**config.mk**
```make
export PLATFORM = sky130hd
export DESIGN_NAME = filt_ppd_mac
export DESIGN_NICKNAME = d
export VERILOG_FILES = /design/src/rtl/filt_ppd_mac.sv
export SDC_FILE = /design/constraint.sdc
export NUM_CORES = 1
export LEC_CHECK = 0
export CAP_MARGIN = 15
export CORE_MARGIN = 2
export CORE_UTILIZATION = 57
export CTS_CLUSTER_SIZE = 20
export DETAILED_ROUTE_END_ITERATION = 10
export PLACE_DENSITY = 0.76
export SYNTH_ARGS = -nofsm -noshare
export SYNTH_HDL_FRONTEND = slang
export SYNTH_SLANG_ARGS = --single-unit
```
**constraint.sdc**
```tcl
create_clock -name i_clk -period 4.29 [get_ports i_clk]
set_clock_uncertainty 0.15 [all_clocks]
set_input_delay 0.858 -clock i_clk [delete_from_list [all_inputs] [get_ports i_clk]]
set_output_delay 0.858 -clock i_clk [all_outputs]
set_load 0.01 [all_outputs]
```
**src/rtl/filt_ppd_mac.sv**
```systemverilog
// filt_ppd_mac: polyphase FIR decimator multiply-add array.
// Accepts one sample per i_ena, emits one filtered sample per D accepts.
// Optional build macro FILT_PPD_ROUND_EN: round-half-up before the output shift.
module filt_ppd_mac #(
   parameter int unsigned gp_decimation_factor = 4,
   parameter int unsigned gp_coeff_length      = 8,
   parameter int unsigned gp_idata_width       = 8,
   parameter int unsigned gp_coeff_width       = 8,
   parameter logic [gp_coeff_length*gp_coeff_width-1:0] gp_coeff =
      {8'sd8, 8'sd7, 8'sd6, 8'sd5, 8'sd4, 8'sd3, 8'sd2, 8'sd1},
   parameter int unsigned gp_out_shift         = 0,
   parameter int unsigned gp_odata_width       = 19
) (
   input  logic                             i_clk,
   input  logic                             i_rst_an,
   input  logic                             i_ena,
   input  logic signed [gp_idata_width-1:0] i_data,
   output logic signed [gp_odata_width-1:0] o_data,
   output logic                             o_valid
);

   localparam int unsigned D  = gp_decimation_factor;
   localparam int unsigned N  = gp_coeff_length;
   localparam int unsigned IW = gp_idata_width;
   localparam int unsigned CW = gp_coeff_width;
   localparam int unsigned OW = gp_odata_width;
   localparam int unsigned NB = N / D;
   localparam int unsigned PW = $clog2(D);
   localparam int unsigned MW = IW + CW;
   localparam int unsigned SW = MW + $clog2(N);
   // one guard bit above the full sum absorbs the rounding offset
   localparam int unsigned EW = (SW + 1 > OW) ? SW + 1 : OW;

   localparam logic signed [EW-1:0] SAT_MAX = (EW'(1) << (OW - 1)) - EW'(1);
   localparam logic signed [EW-1:0] SAT_MIN = ~SAT_MAX;

`ifdef FILT_PPD_ROUND_EN
   localparam int unsigned SH_M1 = (gp_out_shift > 0) ? gp_out_shift - 1 : 0;
   localparam logic signed [EW-1:0] RND_V =
      (gp_out_shift > 0) ? (EW'(1) << SH_M1) : '0;
`else
   localparam logic signed [EW-1:0] RND_V = '0;
`endif

   logic [PW-1:0]          r_phase;
   logic signed [IW-1:0]   r_tap  [N];
   logic signed [MW-1:0]   r_prod [N];
   logic                   r_s1;
   logic                   r_s2;

   logic signed [SW-1:0]   branch_sum [D];
   logic signed [SW-1:0]   full_sum;
   logic signed [EW-1:0]   ext_sum;
   logic signed [EW-1:0]   shifted;
   logic signed [EW-1:0]   sat_sum;

   // phase counter, delay line and trigger strobe (phase-0 accept)
   always_ff @(posedge i_clk or negedge i_rst_an) begin
      if (!i_rst_an) begin
         r_phase <= '0;
         r_s1    <= 1'b0;
         for (int k = 0; k < N; k++) r_tap[k] <= '0;
      end else begin
         if (i_ena) begin
            r_phase  <= (r_phase == PW'(D - 1)) ? '0 : r_phase + PW'(1);
            r_tap[0] <= i_data;
            for (int k = 1; k < N; k++) r_tap[k] <= r_tap[k-1];
         end
         r_s1 <= i_ena && (r_phase == '0);
      end
   end

   // product stage: snapshot all taps times coefficients on the trigger
   always_ff @(posedge i_clk or negedge i_rst_an) begin
      if (!i_rst_an) begin
         r_s2 <= 1'b0;
         for (int n = 0; n < N; n++) r_prod[n] <= '0;
      end else begin
         r_s2 <= r_s1;
         if (r_s1) begin
            for (int n = 0; n < N; n++)
               r_prod[n] <= MW'(r_tap[n]) * MW'($signed(gp_coeff[n*CW +: CW]));
         end
      end
   end

   // per-branch sums, full sum, optional rounding, shift and saturation
   always_comb begin
      full_sum = '0;
      for (int p = 0; p < D; p++) begin
         branch_sum[p] = '0;
         for (int k = 0; k < NB; k++)
            branch_sum[p] = branch_sum[p] + SW'(r_prod[p + k*D]);
         full_sum = full_sum + branch_sum[p];
      end
      ext_sum = EW'(full_sum) + RND_V;
      shifted = ext_sum >>> gp_out_shift;
      sat_sum = shifted;
      if (shifted > SAT_MAX)      sat_sum = SAT_MAX;
      else if (shifted < SAT_MIN) sat_sum = SAT_MIN;
   end

   // output register: update and pulse valid one cycle after the products
   always_ff @(posedge i_clk or negedge i_rst_an) begin
      if (!i_rst_an) begin
         o_data  <= '0;
         o_valid <= 1'b0;
      end else begin
         o_valid <= r_s2;
         if (r_s2) o_data <= OW'(sat_sum);
      end
   end

endmodule

```
==> results of run 1 <==
[cell type report]
| type | count | area share, % |
|---|---|---|
| clock buffer | 17 | 3.59 |
| clock inverter | 14 | 1.49 |
| inverter | 189 | 5.99 |
| multi-input combinational | 572 | 47.1 |
| sequential | 164 | 34.7 |
| tap | 229 | 2.42 |
| timing repair buffer | 63 | 4.70 |
[sequential cells by signal, summed over array words and instances (netlist names)]
register	flops
o_valid	1
r_prod	78
r_s1	1
r_phase	2
o_data	17
r_s2	1
r_tap	64
[what timing repair did]
| action | CTS | global route |
|---|---|---|
| setup endpoints to repair | 8 | 10 |
| resized for setup | 20 | 25 |
| buffers inserted | 4 | 5 |
| hold buffers | 0 | 0 |
| pin swaps | 16 | 26 |
[cells by family after synthesis]
logic type	after synthesis	share of synthesized area, %
and+or+nand+nor	151	6.91
buffers and inverters	219	8.17
adders and majority gates	153	24.3
AOI/OAI and AO/OA	157	9.43
xor gates and xnor gates	20	1.70
muxes	91	9.77
DFF	164	39.7
[worst min path at each step]
stage / to / slack [ps] / cells after the start / start
6_report: r_tap[14] / 290 / 1 / i_rst_an
5_1_grt: r_prod[56] / 340 / 1 / r_prod[56]
4_1_cts: r_prod[56] / 330 / 1 / r_prod[56]
3_5_place_dp: r_prod[56] / 320 / 1 / r_prod[56]
3_3_place_gp: r_prod[5] / 310 / 2 / r_tap[2]
2_1_floorplan: o_valid / 200 / 0 / r_s2
[through the flow]
step	area, um^2	util, %	hold slack [ps]	setup WS, ps
floorplan	10300	-	199	20.0
global placement	11000	61.5	308	-155
detailed placement	11000	61.5	317	-225
CTS	11700	65.5	331	-0.888
global route	11800	66.4	337	-232
finish	11800	66.4	293	-97.4
[synth_stat cells (2+ instances only)]
cell type / instances / area share (%)
buf_1: 5 / 0.18
xnor2_1: 15 / 1.3
o21a_1: 4 / 0.29
nand2b_1: 3 / 0.18
nand3b_1: 7 / 0.51
o31a_1: 4 / 0.34
o21ai_0: 67 / 3.2
nor4b_1: 2 / 0.17
nor4_1: 3 / 0.18
a21o_1: 11 / 0.80
nand2_1: 75 / 2.7
nor2_1: 18 / 0.65
nor2b_1: 4 / 0.24
nand4b_1: 3 / 0.25
o31ai_1: 2 / 0.15
o211ai_1: 6 / 0.44
a21oi_1: 22 / 1.1
a211oi_1: 12 / 0.87
clkbuf_1: 12 / 0.44
dfrtp_1: 164 / 40
mux2_2: 78 / 8.5
o21bai_1: 4 / 0.29
o2111ai_1: 2 / 0.17
mux2i_1: 13 / 1.3
o22ai_1: 6 / 0.36
xor2_1: 5 / 0.42
nor3b_1: 3 / 0.22
buf_4: 2 / 0.15
fa_1: 79 / 15
nor3_1: 8 / 0.39
o21ai_1: 3 / 0.15
a211o_1: 7 / 0.59
or4_1: 2 / 0.15
ha_1: 74 / 9.0
nand3_1: 15 / 0.73
buf_2: 11 / 0.53
and3_1: 2 / 0.12
inv_1: 189 / 6.9
and2_1: 2 / 0.12
[worst register-to-register path, stage by stage, from the launching register on]
cell      delay, ps
dfrtp_1         340
inv_2            50
fa_1            520
inv_1            60
fa_1            540
fa_1            440
fa_1            490
ha_2            200
fa_2            380
a211oi_4        370
o21ai_2         130
a21oi_2         200
nor4b_1          90
a311o_1         310
[layer usage]
layer | vias up | part of all wire (%)
li1 | 3228 | -
met1 | 3395 | 47
met2 | 132 | 48
met3 | 25 | 3.4
met4 | 0 | 1.2
met5 | - | 0
==> impl_metrics.tcl, run 1 <==
set metrics [dict create \
    status "complete, but fails checks" \
    via_per_inst 5.43 \
    rsz0062_at_grt "yes" \
    drtIter0Drc 348 \
    cts.sinks 164 \
    cts-htree-levels 4 \
    io_buffers 30 \
    wl_per_cell_um 16.0 \
    met1_usage_pct 30.2 \
    final_cells 1248 \
    post-place-cells 1208 \
    worst_hold_path_type "in2async" \
    path_buf_inv 2 \
    violations "setup timing" \
    rows 49 \
    dieArea_um2 19200 \
    period_needed_ps 4390 \
    final_common_cell "inv_1" \
    grt_pass1_wl_um 33700 \
    ys_seq_area_share_pct 39.7 \
    grt_max_degree 80 \
    root_buffer "clkbuf_16" \
    rr_endpoint "o_data[11]" \
    crit_path_end "o_data[11]" \
    maxCapViolations 0 \
    crit_type "reg2reg" \
    seqCellArea_um2 4110 \
    cp_common_cell "fa_1" \
    crit_path_end_kind "flop" \
    place_hpwl_um 14100 \
    grt_usage_pct 21.6 \
    cp.depth 13 \
    reg2reg_from "r_prod[83]" \
    fillerInstances 1309 \
    crit_family "adder cells" \
    setup_ws_ps -97.4 \
    tightestPinTransition_ps 737 \
    grt_pass1_vias 7031 \
    layout.nets 1171 \
    avgSynthCellArea_um2 10.8 \
    core_um2 17800 \
    io_pins 31 \
    maxSlewViolCount 0 \
    critPathSlowestCell "fa_1" \
    die_y_um 139 \
    area_growth_syn_to_layout_pct 14.7 \
    met3_usage_pct 3.76 \
    cp_slowest_stage_delay_ps 540 \
    crit_fanout 3 \
    multi_input_area_um2 5580 \
    yosysWarningCount 0 \
    drive_gt1_share_pct 17.9 \
    clockBufferDepth 2 \
    overflow 0 \
    vias 6780 \
    totalWireLength_um 20000 \
    cts_tree "done" \
    grt.met2_usage_pct 35.9 \
    drc 0 \
    regToRegSetupSlack_ps -100 \
    crit_path_cell_trace "inv_2, fa_1, inv_1, fa_1, fa_1, fa_1, ha_2, fa_2, a211oi_4, o21ai_2, a21oi_2, nor4b_1, a311o_1" \
    clk_pin_slew_ps 70 \
    layout_common_cells "inv_1 (180), dfrtp_1 (163), mux2_2 (77)" \
    gp_congestion 0.808 \
    dominantRegCellSynth "dfrtp_1" \
    r2r_cells 13 \
    synth-edff-count 0 \
    synth_nets 1119 \
    grt_busiest_layer "met2" \
    diodes 0 \
    ys_ff_latch 164 \
    fin_crit_sh_pct 102 \
    required_ps 4450 \
    maxSlewHeadroom_pct 50.8 \
    syn-cell-area_um2 10300 \
    start_kind "flop" \
    die_x_um 139 \
    cts_inserted_buffers 17 \
    tns_ps -151 \
    async_flop_share_pct 100 \
    setup_violations 2 \
    crit_arrival_ps 4540 \
    crit_start "r_prod[83]" \
    insertion_delay_ps 420 \
    fmaxAchievable_ghz 0.228 \
    antenna_found_initial 0 \
    ant_nets 0 \
    hold_viol 0 \
    ys_types 50 \
    initial_core_util_pct 57.9 \
    syn_inst 955 \
    drt_pass1_iterations 5 \
]
Power of run 1 is left out: the tool's default activity adds up to more than one toggle a clock period on the data nets, which glitch-free logic cannot reach.
==> run 2: changes to the inputs <==
Settings changed: CORE_UTILIZATION 57 to 59, DONT_BUFFER_PORTS set to 1.
==> impl_metrics.tcl, run 2 (same netlist as run 1, synthesis figures left out) <==
set metrics [dict create \
    place_area_um2 10700 \
    overflow 0 \
    place_hpwl_um 13800 \
    die_y_um 136 \
    design_area_um2 11500 \
    vias 6751 \
    ant_nets 0 \
    met2_wirelength_um 10200 \
    tightestPinTransition_ps 619 \
    initial_core_util_pct 60.1 \
    cp.depth 13 \
    gp_congestion 0.817 \
    grt_max_degree 165 \
    cts_tree "done" \
    hold_viol 39 \
    drive_gt1_share_pct 18.8 \
    crit_arrival_ps 4600 \
    period_needed_ps 4440 \
    layout_common_cells "inv_1 (178), dfrtp_1 (162), mux2_2 (76)" \
    drc 0 \
    crit_path_end_kind "flop" \
    highest_layer "met4" \
    wl_per_cell_um 16.7 \
    fin_crit_sh_pct 103 \
    cp_slowest_stage_delay_ps 560 \
    grt_usage_pct 23.1 \
    largestRegisters "r_prod x78, r_tap x64, o_data x17" \
    status "complete, but fails checks" \
    crit_fanout 3 \
    die_x_um 136 \
    wl_met3_um 640 \
    whs_ps -36.4 \
    fmaxAchievable_ghz 0.225 \
    reg2reg_from "r_prod[83]" \
    post-place-cells 1173 \
    io_pins 31 \
    crit_start "r_prod[83]" \
    critPathSlowestCell "fa_1" \
    maxSlewViolCount 0 \
    cts-htree-levels 4 \
    drtIter0Drc 366 \
    maxCapViolations 0 \
    tns_ps -264 \
    grt_pass1_wl_um 33300 \
    maxSlewHeadroom_pct 58.7 \
    root_buffer "clkbuf_16" \
    drt_pass1_iterations 5 \
    crit_path_end "o_data[9]" \
    rsz0062_at_grt "yes" \
    layout.nets 1135 \
    dieArea_um2 18600 \
    diodes 0 \
    regToRegSetupSlack_ps -150 \
    totalWireLength_um 20200 \
    cts.sinks 164 \
    clockBufferDepth 2 \
    final_common_cell "inv_1" \
    setup_ws_ps -148 \
    crit_family "adder cells" \
    r2r_cells 13 \
    clk_pin_slew_ps 70 \
    final_cells 1209 \
    crit_path_cell_trace "inv_2, fa_1, inv_2, fa_1, fa_1, fa_1, ha_4, fa_2, a211oi_4, o21bai_1, a211oi_1, a21oi_1, mux2_4" \
    worst_hold_path_type "in2async" \
    cts_inserted_buffers 17 \
    crit_type "reg2reg" \
    rows 48 \
    via_per_inst 5.58 \
    setup_violations 3 \
    m1WireLength_um 9030 \
    cp_common_cell "fa_1" \
    rr_endpoint "o_data[9]" \
    required_ps 4460 \
    grt_pass1_vias 6990 \
    core_um2 17200 \
    antenna_found_initial 0 \
    start_kind "flop" \
    insertion_delay_ps 440 \
    io_buffers 0 \
    largest-register "r_prod" \
    violations "hold timing, setup timing" \
    largest_reg_flops 78 \
    area_growth_syn_to_layout_pct 11.8 \
    path_buf_inv 2 \
]
## run 2: changes by cell type in the layout (fill, tap and decap cells not counted), sizes merged
cell / previous run / this run
clkbuf: 17 / 18
inv: 193 / 198
clkinvlp: 2 / 1
buf: 35 / 27
clkdlybuf4s50: 28 / 0
clkinv: 5 / 1
## run 2: worst min-delay path by stage
| stage | from | endpoint | slack [ps] | depth (start not counted) |
|---|---|---|---|---|
| after floorplan | r_s2 | o_valid | 200 | 0 |
| after global placement | r_prod[87] | r_prod[87] | 310 | 1 |
| after detailed placement | r_tap[1] | r_prod[4] | 320 | 2 |
| after CTS | i_rst_an | o_data[0] | -50 | 0 |
| after global routing | i_rst_an | o_data[0] | -70 | 0 |
| final | i_rst_an | o_data[0] | -40 | 0 |
## run 2: layout make-up
| class | count | area [um^2] |
|---|---|---|
| fillers | 1238 | 5630 |
| flip-flops and latches | 164 | 4110 |
| well taps | 225 | 282 |
| multi-input cells | 572 | 5600 |
| inverters | 189 | 709 |
| clock buffers | 18 | 439 |
| repair buffers | 27 | 219 |
| clock inverters | 14 | 186 |
## run 2: through the flow
stage / hold slack [ps] / worst slack, ps / util (%)
floorplan: 199 / 20.0 / -
global placement: 311 / -152 / 62.1
detailed placement: 321 / -222 / 62.1
CTS: -51.3 / 5.29 / 66.2
global route: -66.5 / -252 / 67.2
finish: -36.4 / -148 / 67.2
## run 2: layer usage
metal | up-vias | GRT usage (%)
met4 | 0 | 7.47
met2 | 127 | 39.3
met1 | 3425 | 29.9
li1 | 3166 | -
met5 | - | 0
met3 | 33 | 4.70
## run 2: what timing repair did
action / 4_1_cts / 5_1_grt
setup buffers: 2 / 2
pin swaps: 16 / 25
resized for setup: 19 / 36
hold endpoints to repair: 164 / 164
endpoints found under the setup margin: 9 / 10
Power of run 2 is left out for the same reason.
